File: config.mk
export PLATFORM = sky130hd
export DESIGN_NAME = nrisc_pc_stack_flat
export DESIGN_NICKNAME = d
export VERILOG_FILES = /design/src/rtl/nrisc_pc_stack_if.sv /design/src/rtl/nrisc_pc_stack.sv /design/src/flat_wrapper.sv
export SDC_FILE = /design/constraint.sdc
export NUM_CORES = 1
export LEC_CHECK = 0
export CAP_MARGIN = 20
export CORE_MARGIN = 2
export CORE_UTILIZATION = 40
export DETAILED_ROUTE_END_ITERATION = 6
export PLACE_DENSITY = 0.56
export SYNTH_ARGS = -nofsm -noshare
export SYNTH_HDL_FRONTEND = slang
export SYNTH_SLANG_ARGS = --single-unit
export TNS_END_PERCENT = 30
File: constraint.sdc
create_clock -name clk -period 6.9 [get_ports clk]
set_clock_uncertainty 0.05 [all_clocks]
set_input_delay 1.38 -clock clk [delete_from_list [all_inputs] [get_ports clk]]
set_output_delay 1.38 -clock clk [all_outputs]
set_load 0.005 [all_outputs]
File: src/rtl/nrisc_pc_stack_if.sv
// PC / return-stack bus between the NRISC control block (master) and the PC stack (slave).
// Carries the per-strobe action request and the registered PC and stack status.
interface nrisc_pc_stack_if #(
  parameter int unsigned ADDR_W      = 16,
  parameter int unsigned STACK_DEPTH = 8
);
  localparam int unsigned LvlW = $clog2(STACK_DEPTH + 1);

  logic              PC_en;
  logic [1:0]        PC_ctrl;
  logic              PC_call;
  logic [ADDR_W-1:0] PC_jump_addr;
  logic [ADDR_W-1:0] PC_addr;
  logic [ADDR_W-1:0] PC_stack_top;
  logic [LvlW-1:0]   PC_stack_level;
  logic              PC_stack_full;
  logic              PC_stack_empty;
  logic              PC_stack_err;

  modport master (
    output PC_en, PC_ctrl, PC_call, PC_jump_addr,
    input  PC_addr, PC_stack_top, PC_stack_level, PC_stack_full, PC_stack_empty, PC_stack_err
  );

  modport slave (
    input  PC_en, PC_ctrl, PC_call, PC_jump_addr,
    output PC_addr, PC_stack_top, PC_stack_level, PC_stack_full, PC_stack_empty, PC_stack_err
  );
endinterface

File: src/rtl/nrisc_pc_stack.sv
// Program counter with a LIFO return-address stack: increment, hold, jump/call and return,
// one action per PC_en strobe. Overflow/underflow set a sticky error cleared only by reset.
module nrisc_pc_stack #(
  parameter int unsigned       ADDR_W       = 16,
  parameter int unsigned       STACK_DEPTH  = 8,
  parameter logic [ADDR_W-1:0] RESET_VECTOR = '0
) (
  input logic              clk,
  input logic              rst,
  nrisc_pc_stack_if.slave  bus
);
  localparam int unsigned LvlW = $clog2(STACK_DEPTH + 1);
  localparam int unsigned PtrW = $clog2(STACK_DEPTH);

  logic [ADDR_W-1:0] pc_q, pc_d;
  logic [LvlW-1:0]   level_q, level_d;
  logic              err_q, err_d;
  logic [ADDR_W-1:0] stack_q [STACK_DEPTH];

  logic [ADDR_W-1:0] pc_inc;
  logic [PtrW-1:0]   push_idx;
  logic [PtrW-1:0]   top_idx;
  logic              full;
  logic              empty;
  logic              push;

  assign pc_inc   = pc_q + ADDR_W'(1);
  assign push_idx = PtrW'(level_q);
  assign top_idx  = PtrW'(level_q - LvlW'(1));
  assign full     = (level_q == LvlW'(STACK_DEPTH));
  assign empty    = (level_q == '0);

  always_comb begin
    pc_d    = pc_q;
    level_d = level_q;
    err_d   = err_q;
    push    = 1'b0;
    if (bus.PC_en) begin
      case (bus.PC_ctrl)
        2'd0: pc_d = pc_inc;
        2'd2: begin
          pc_d = bus.PC_jump_addr;
          if (bus.PC_call) begin
            // A call on a full stack still jumps; only the push is dropped.
            if (full) begin
              err_d = 1'b1;
            end else begin
              push    = 1'b1;
              level_d = level_q + LvlW'(1);
            end
          end
        end
        2'd3: begin
          // Return on an empty stack falls through to the next instruction.
          if (empty) begin
            pc_d  = pc_inc;
            err_d = 1'b1;
          end else begin
            pc_d    = stack_q[top_idx];
            level_d = level_q - LvlW'(1);
          end
        end
        default: ;
      endcase
    end
  end

  always_ff @(posedge clk) begin
    if (!rst) begin
      pc_q    <= RESET_VECTOR;
      level_q <= '0;
      err_q   <= 1'b0;
    end else begin
      pc_q    <= pc_d;
      level_q <= level_d;
      err_q   <= err_d;
    end
  end

  // Stack contents need no reset; level alone defines which entries are valid.
  always_ff @(posedge clk) begin
    if (rst && push) begin
      stack_q[push_idx] <= pc_inc;
    end
  end

  assign bus.PC_addr        = pc_q;
  assign bus.PC_stack_top   = empty ? '0 : stack_q[top_idx];
  assign bus.PC_stack_level = level_q;
  assign bus.PC_stack_full  = full;
  assign bus.PC_stack_empty = empty;
  assign bus.PC_stack_err   = err_q;
endmodule

File: src/flat_wrapper.sv
// flat-port wrapper written by rule: the top's interface ports become plain ports
module nrisc_pc_stack_flat 
#(
  parameter int unsigned       ADDR_W       = 16,
  parameter int unsigned       STACK_DEPTH  = 8,
  parameter logic [ADDR_W-1:0] RESET_VECTOR = '0
)
  (clk, rst, bus_PC_en, bus_PC_ctrl, bus_PC_call, bus_PC_jump_addr, bus_PC_addr, bus_PC_stack_top, bus_PC_stack_level, bus_PC_stack_full, bus_PC_stack_empty, bus_PC_stack_err);
  nrisc_pc_stack_if #(.ADDR_W(ADDR_W), .STACK_DEPTH(STACK_DEPTH)) bus_i ();
  input logic clk;
  input logic rst;
  input wire logic [$bits(bus_i.PC_en)-1:0] bus_PC_en;
  input wire logic [$bits(bus_i.PC_ctrl)-1:0] bus_PC_ctrl;
  input wire logic [$bits(bus_i.PC_call)-1:0] bus_PC_call;
  input wire logic [$bits(bus_i.PC_jump_addr)-1:0] bus_PC_jump_addr;
  output wire logic [$bits(bus_i.PC_addr)-1:0] bus_PC_addr;
  output wire logic [$bits(bus_i.PC_stack_top)-1:0] bus_PC_stack_top;
  output wire logic [$bits(bus_i.PC_stack_level)-1:0] bus_PC_stack_level;
  output wire logic [$bits(bus_i.PC_stack_full)-1:0] bus_PC_stack_full;
  output wire logic [$bits(bus_i.PC_stack_empty)-1:0] bus_PC_stack_empty;
  output wire logic [$bits(bus_i.PC_stack_err)-1:0] bus_PC_stack_err;
  assign bus_i.PC_en = bus_PC_en;
  assign bus_i.PC_ctrl = bus_PC_ctrl;
  assign bus_i.PC_call = bus_PC_call;
  assign bus_i.PC_jump_addr = bus_PC_jump_addr;
  assign bus_PC_addr = bus_i.PC_addr;
  assign bus_PC_stack_top = bus_i.PC_stack_top;
  assign bus_PC_stack_level = bus_i.PC_stack_level;
  assign bus_PC_stack_full = bus_i.PC_stack_full;
  assign bus_PC_stack_empty = bus_i.PC_stack_empty;
  assign bus_PC_stack_err = bus_i.PC_stack_err;
  nrisc_pc_stack #(.ADDR_W(ADDR_W), .STACK_DEPTH(STACK_DEPTH), .RESET_VECTOR(RESET_VECTOR)) u_core (.clk(clk), .rst(rst), .bus(bus_i));
endmodule
==> metrics.md <==
| Metric | Value |
|---|---|
| Setup bufs post-CTS | `0` |
| Crit share post-route | `approximately 71%` |
| Fmax | `approximately 0.20 GHz` |
| Period minus WS final | `~4.9 ns` |
| Endpoints failing hold | `0` |
| Peak supply drop | `0.199 mV` |
| CTS H-tree depth | `4` |
| Die height | `between 100 and 150 µm` |
| Root Buffer | `clkbuf_16` |
| Layout cells sized above 1 | `15.4%` |
| Asr flop ratio synth | `0%` |
| Clk_lat worst skew | `~0.42 ns` |
| Core area | `~16000 µm²` |
| FF+latch count, synth | `between 100 and 150` |
| Synth-to-Final Area Change | `21.4%` |
| Number of max-cap violations | `0` |
| Crit path DAT | `about 3.5 ns` |
| Vias in the first global route | `4053` |
| Max-slew headroom at the worst pin | `33.9%` |
| Critical Path End Type | `output pin` |
| Via count | `~4.0k` |
| Half-perimeter wire length after placement | `about 9700 µm` |
| Overall routed net length | `16200 µm` |
| Cts repair resizes | `0` |
| Clock Path Buffers | `2` |
| Post-synth top flop | `edfxtp_1` |
| Antenna violations before repair | `0` |
| Filler Cell Count | `roughly 1.4k` |
| Global-route wire length before repair | `about 24000 µm` |
| Seq/Total Area, Yosys | `65.5%` |
| Most common cell in the netlist | `edfxtp_1` |
| Post-detailed-route count of antenna-violating nets | `0` |
| Cts bufs inserted | `17` |
| DRC Markers | `0` |
| Post-synth EDFFs | `128` |
| Row Count | `46` |
| Yosys warns | `0` |
| Worst Setup Start Kind | `flip-flop` |
| Slew Limit Fails | `0` |
| Synthesized net count | `approximately 450` |
| PortBufs | `60` |
| Clock transition at the registers of the reported paths | `0.07 ns` |
| Initial DRC count | `264` |
| Top cell type's share of synthesized area | `59.1%` |
| Ports | `roughly 60` |
| Yosys cell types | `between 50 and 60` |
| Critical path class | `reg -> out` |
| DRT Pass-1 Iters | `5` |
| Gr ovfl total | `0` |
| Synth top area cells | `edfxtp_1 59%, mux4_2 9.0%, dfxtp_1 6.5%` |
| Final Instance Count excl. Fillers | `717` |
| Synth Instances | `roughly 420` |
| Largest net degree at the start of global routing | `34` |
| # diodes | `0` |
| Vias/cell | `~5.6` |
| Final nets | `around 510` |
| Placed Instances | `around 680` |
| Post-Syn Area per Cell | `15.4 µm²` |
| Routed wire per std cell | `22.5 µm` |
| Synth cell count leaders | `128 x edfxtp_1, 36 x nand2_1, 26 x mux4_2, 23 x nor2_1, 21 x dfxtp_1` |
| Worst Path Required | `about 5.5 ns` |
| Total die area | `between 15000 and 20000 µm²` |
| Status | `complete, no violations` |
| CTS tree | `yes` |
| Slew @ Worst Pin | `approximately 0.99 ns` |
| Synth area leader | `edfxtp_1` |
| Leak | `0.00267 µW` |
| Min-delay worst type | `reg -> reg` |
| Clock tree sinks | `about 150` |
| WHS | `~0.45 ns` |
| PD cells | `about 260 nW/µm²` |
| Starting Density | `about two fifths` |
| Final setup viols | `0` |
| Total track usage | `19.3%` |
| Chip width | `around 130 µm` |
| RePlAce Congestion | `around 0.76` |
| Fin Setup TNS | `0 ns` |
| CP Max Fanout | `15` |
| # hold bufs at CTS | `0` |
| RSZ-0062 raised after global routing | `no` |
| Cell Area, Synth | `6510 µm²` |
[path summary, 6_finish.rpt]
| kind | from | end | slack, ns | cells after the start |
|---|---|---|---|---|
| min | u_core.bus.PC_stack_err$_SDFFE_PN0P_ | u_core.bus.PC_stack_err$_SDFFE_PN0P_ | 0.45 | 2 |
| max | u_core.bus.PC_stack_level[0]$_SDFFE_PN0P_ | bus_PC_stack_top[9] | 1.98 | 8 |
| max reg2reg | u_core.bus.PC_stack_level[0]$_SDFFE_PN0P_ | u_core.bus.PC_addr[14]$_SDFFE_PN0P_ | 3.90 | 8 |
| min reg2reg | u_core.bus.PC_stack_err$_SDFFE_PN0P_ | u_core.bus.PC_stack_err$_SDFFE_PN0P_ | 0.45 | 2 |
[kinds of logic (layout without fill, tap and decap cells)]
family                     after synthesis  after routing  share of synthesized area (%)
AOI/OAI and AO/OA                       66             66                           6.92
muxes                                   44             44                           13.3
buffers and inverters                   33            111                           2.42
and+or+nand+nor                        108            108                           8.46
adders and majority gates                3              3                          0.577
xor gates and xnor gates                20             20                           2.81
DFF                                    149            149                           65.5
[through the flow]
step	cell area [µm²]	setup WS [ns]	power (µW)	utilization, %
4_1_cts	7870	1.62	2080	49.6
3_3_place_gp	7350	2.18	1270	46.3
3_5_place_dp	7350	2.11	1270	46.3
5_1_grt	7900	1.83	2140	49.7
2_1_floorplan	6510	2.99	1170	-
6_report	7900	1.98	2070	49.7
[cell usage in the layout, fill, tap and decap left out, types with 6 or more instances in the layout]
cell type	netlist	final
o21ai_1	6	6
mux4_2	26	26
inv_1	7	7
nand2_1	36	36
clkdlybuf4s50_1	0	60
a221oi_1	7	7
nor2_1	23	23
a21oi_1	14	14
o211a_1	6	6
dfxtp_1	21	20
a22o_1	6	6
o21ai_0	13	13
nand3_1	7	7
clkinvlp_4	0	6
mux4_1	6	6
mux2i_1	11	11
nor4_1	6	6
clkbuf_16	0	17
buf_4	1	11
edfxtp_1	128	128
xor2_1	8	8
xnor2_1	11	11
[state kept, by name (all words and copies together) (netlist names)]
register and count:
u_core.bus.PC_stack_err 1, u_core.bus.PC_stack_level 4, u_core.bus.PC_addr 16, u_core.stack_q 128
[power by group]
part	internal, µW	leakage (µW)	total [µW]	switching, µW
logic	122	0.00109	250	128
registers	992	0.00134	1010	14.7
clock network	457	0.000238	812	355
[cell type report]
class	instances	area [µm²]	area share (%)
multi-input cells	241	2110	26.7
well taps	216	270	3.42
clock inverters	12	82.6	1.05
inverters	7	26.3	0.333
flip-flops and latches	149	4270	54.0
repair buffers	72	711	8.99
clock buffers	20	437	5.53
[routing by layer]
| layer | up-vias | track usage, % | part of all wire [%] | routed length, µm |
|---|---|---|---|---|
| li1 | 1790 | - | - | - |
| met2 | 132 | 31.1 | 49 | 7980 |
| met5 | - | 0 | 0 | 0 |
| met4 | 0 | 7.37 | 2.2 | 354 |
| met1 | 2041 | 25.6 | 43 | 6950 |
| met3 | 28 | 4.32 | 5.4 | 869 |
[worst max-delay path, stage by stage, from the launching register on]
cell and delay, ns:
dfxtp_2 0.32, inv_1 0.35, ha_2 0.36, xor2_4 0.50, buf_16 0.24, mux4_1 0.61
nand2_1 0.09, a21oi_1 0.08, clkdlybuf4s50_1 0.50
Power figures use the tool's default switching activity.
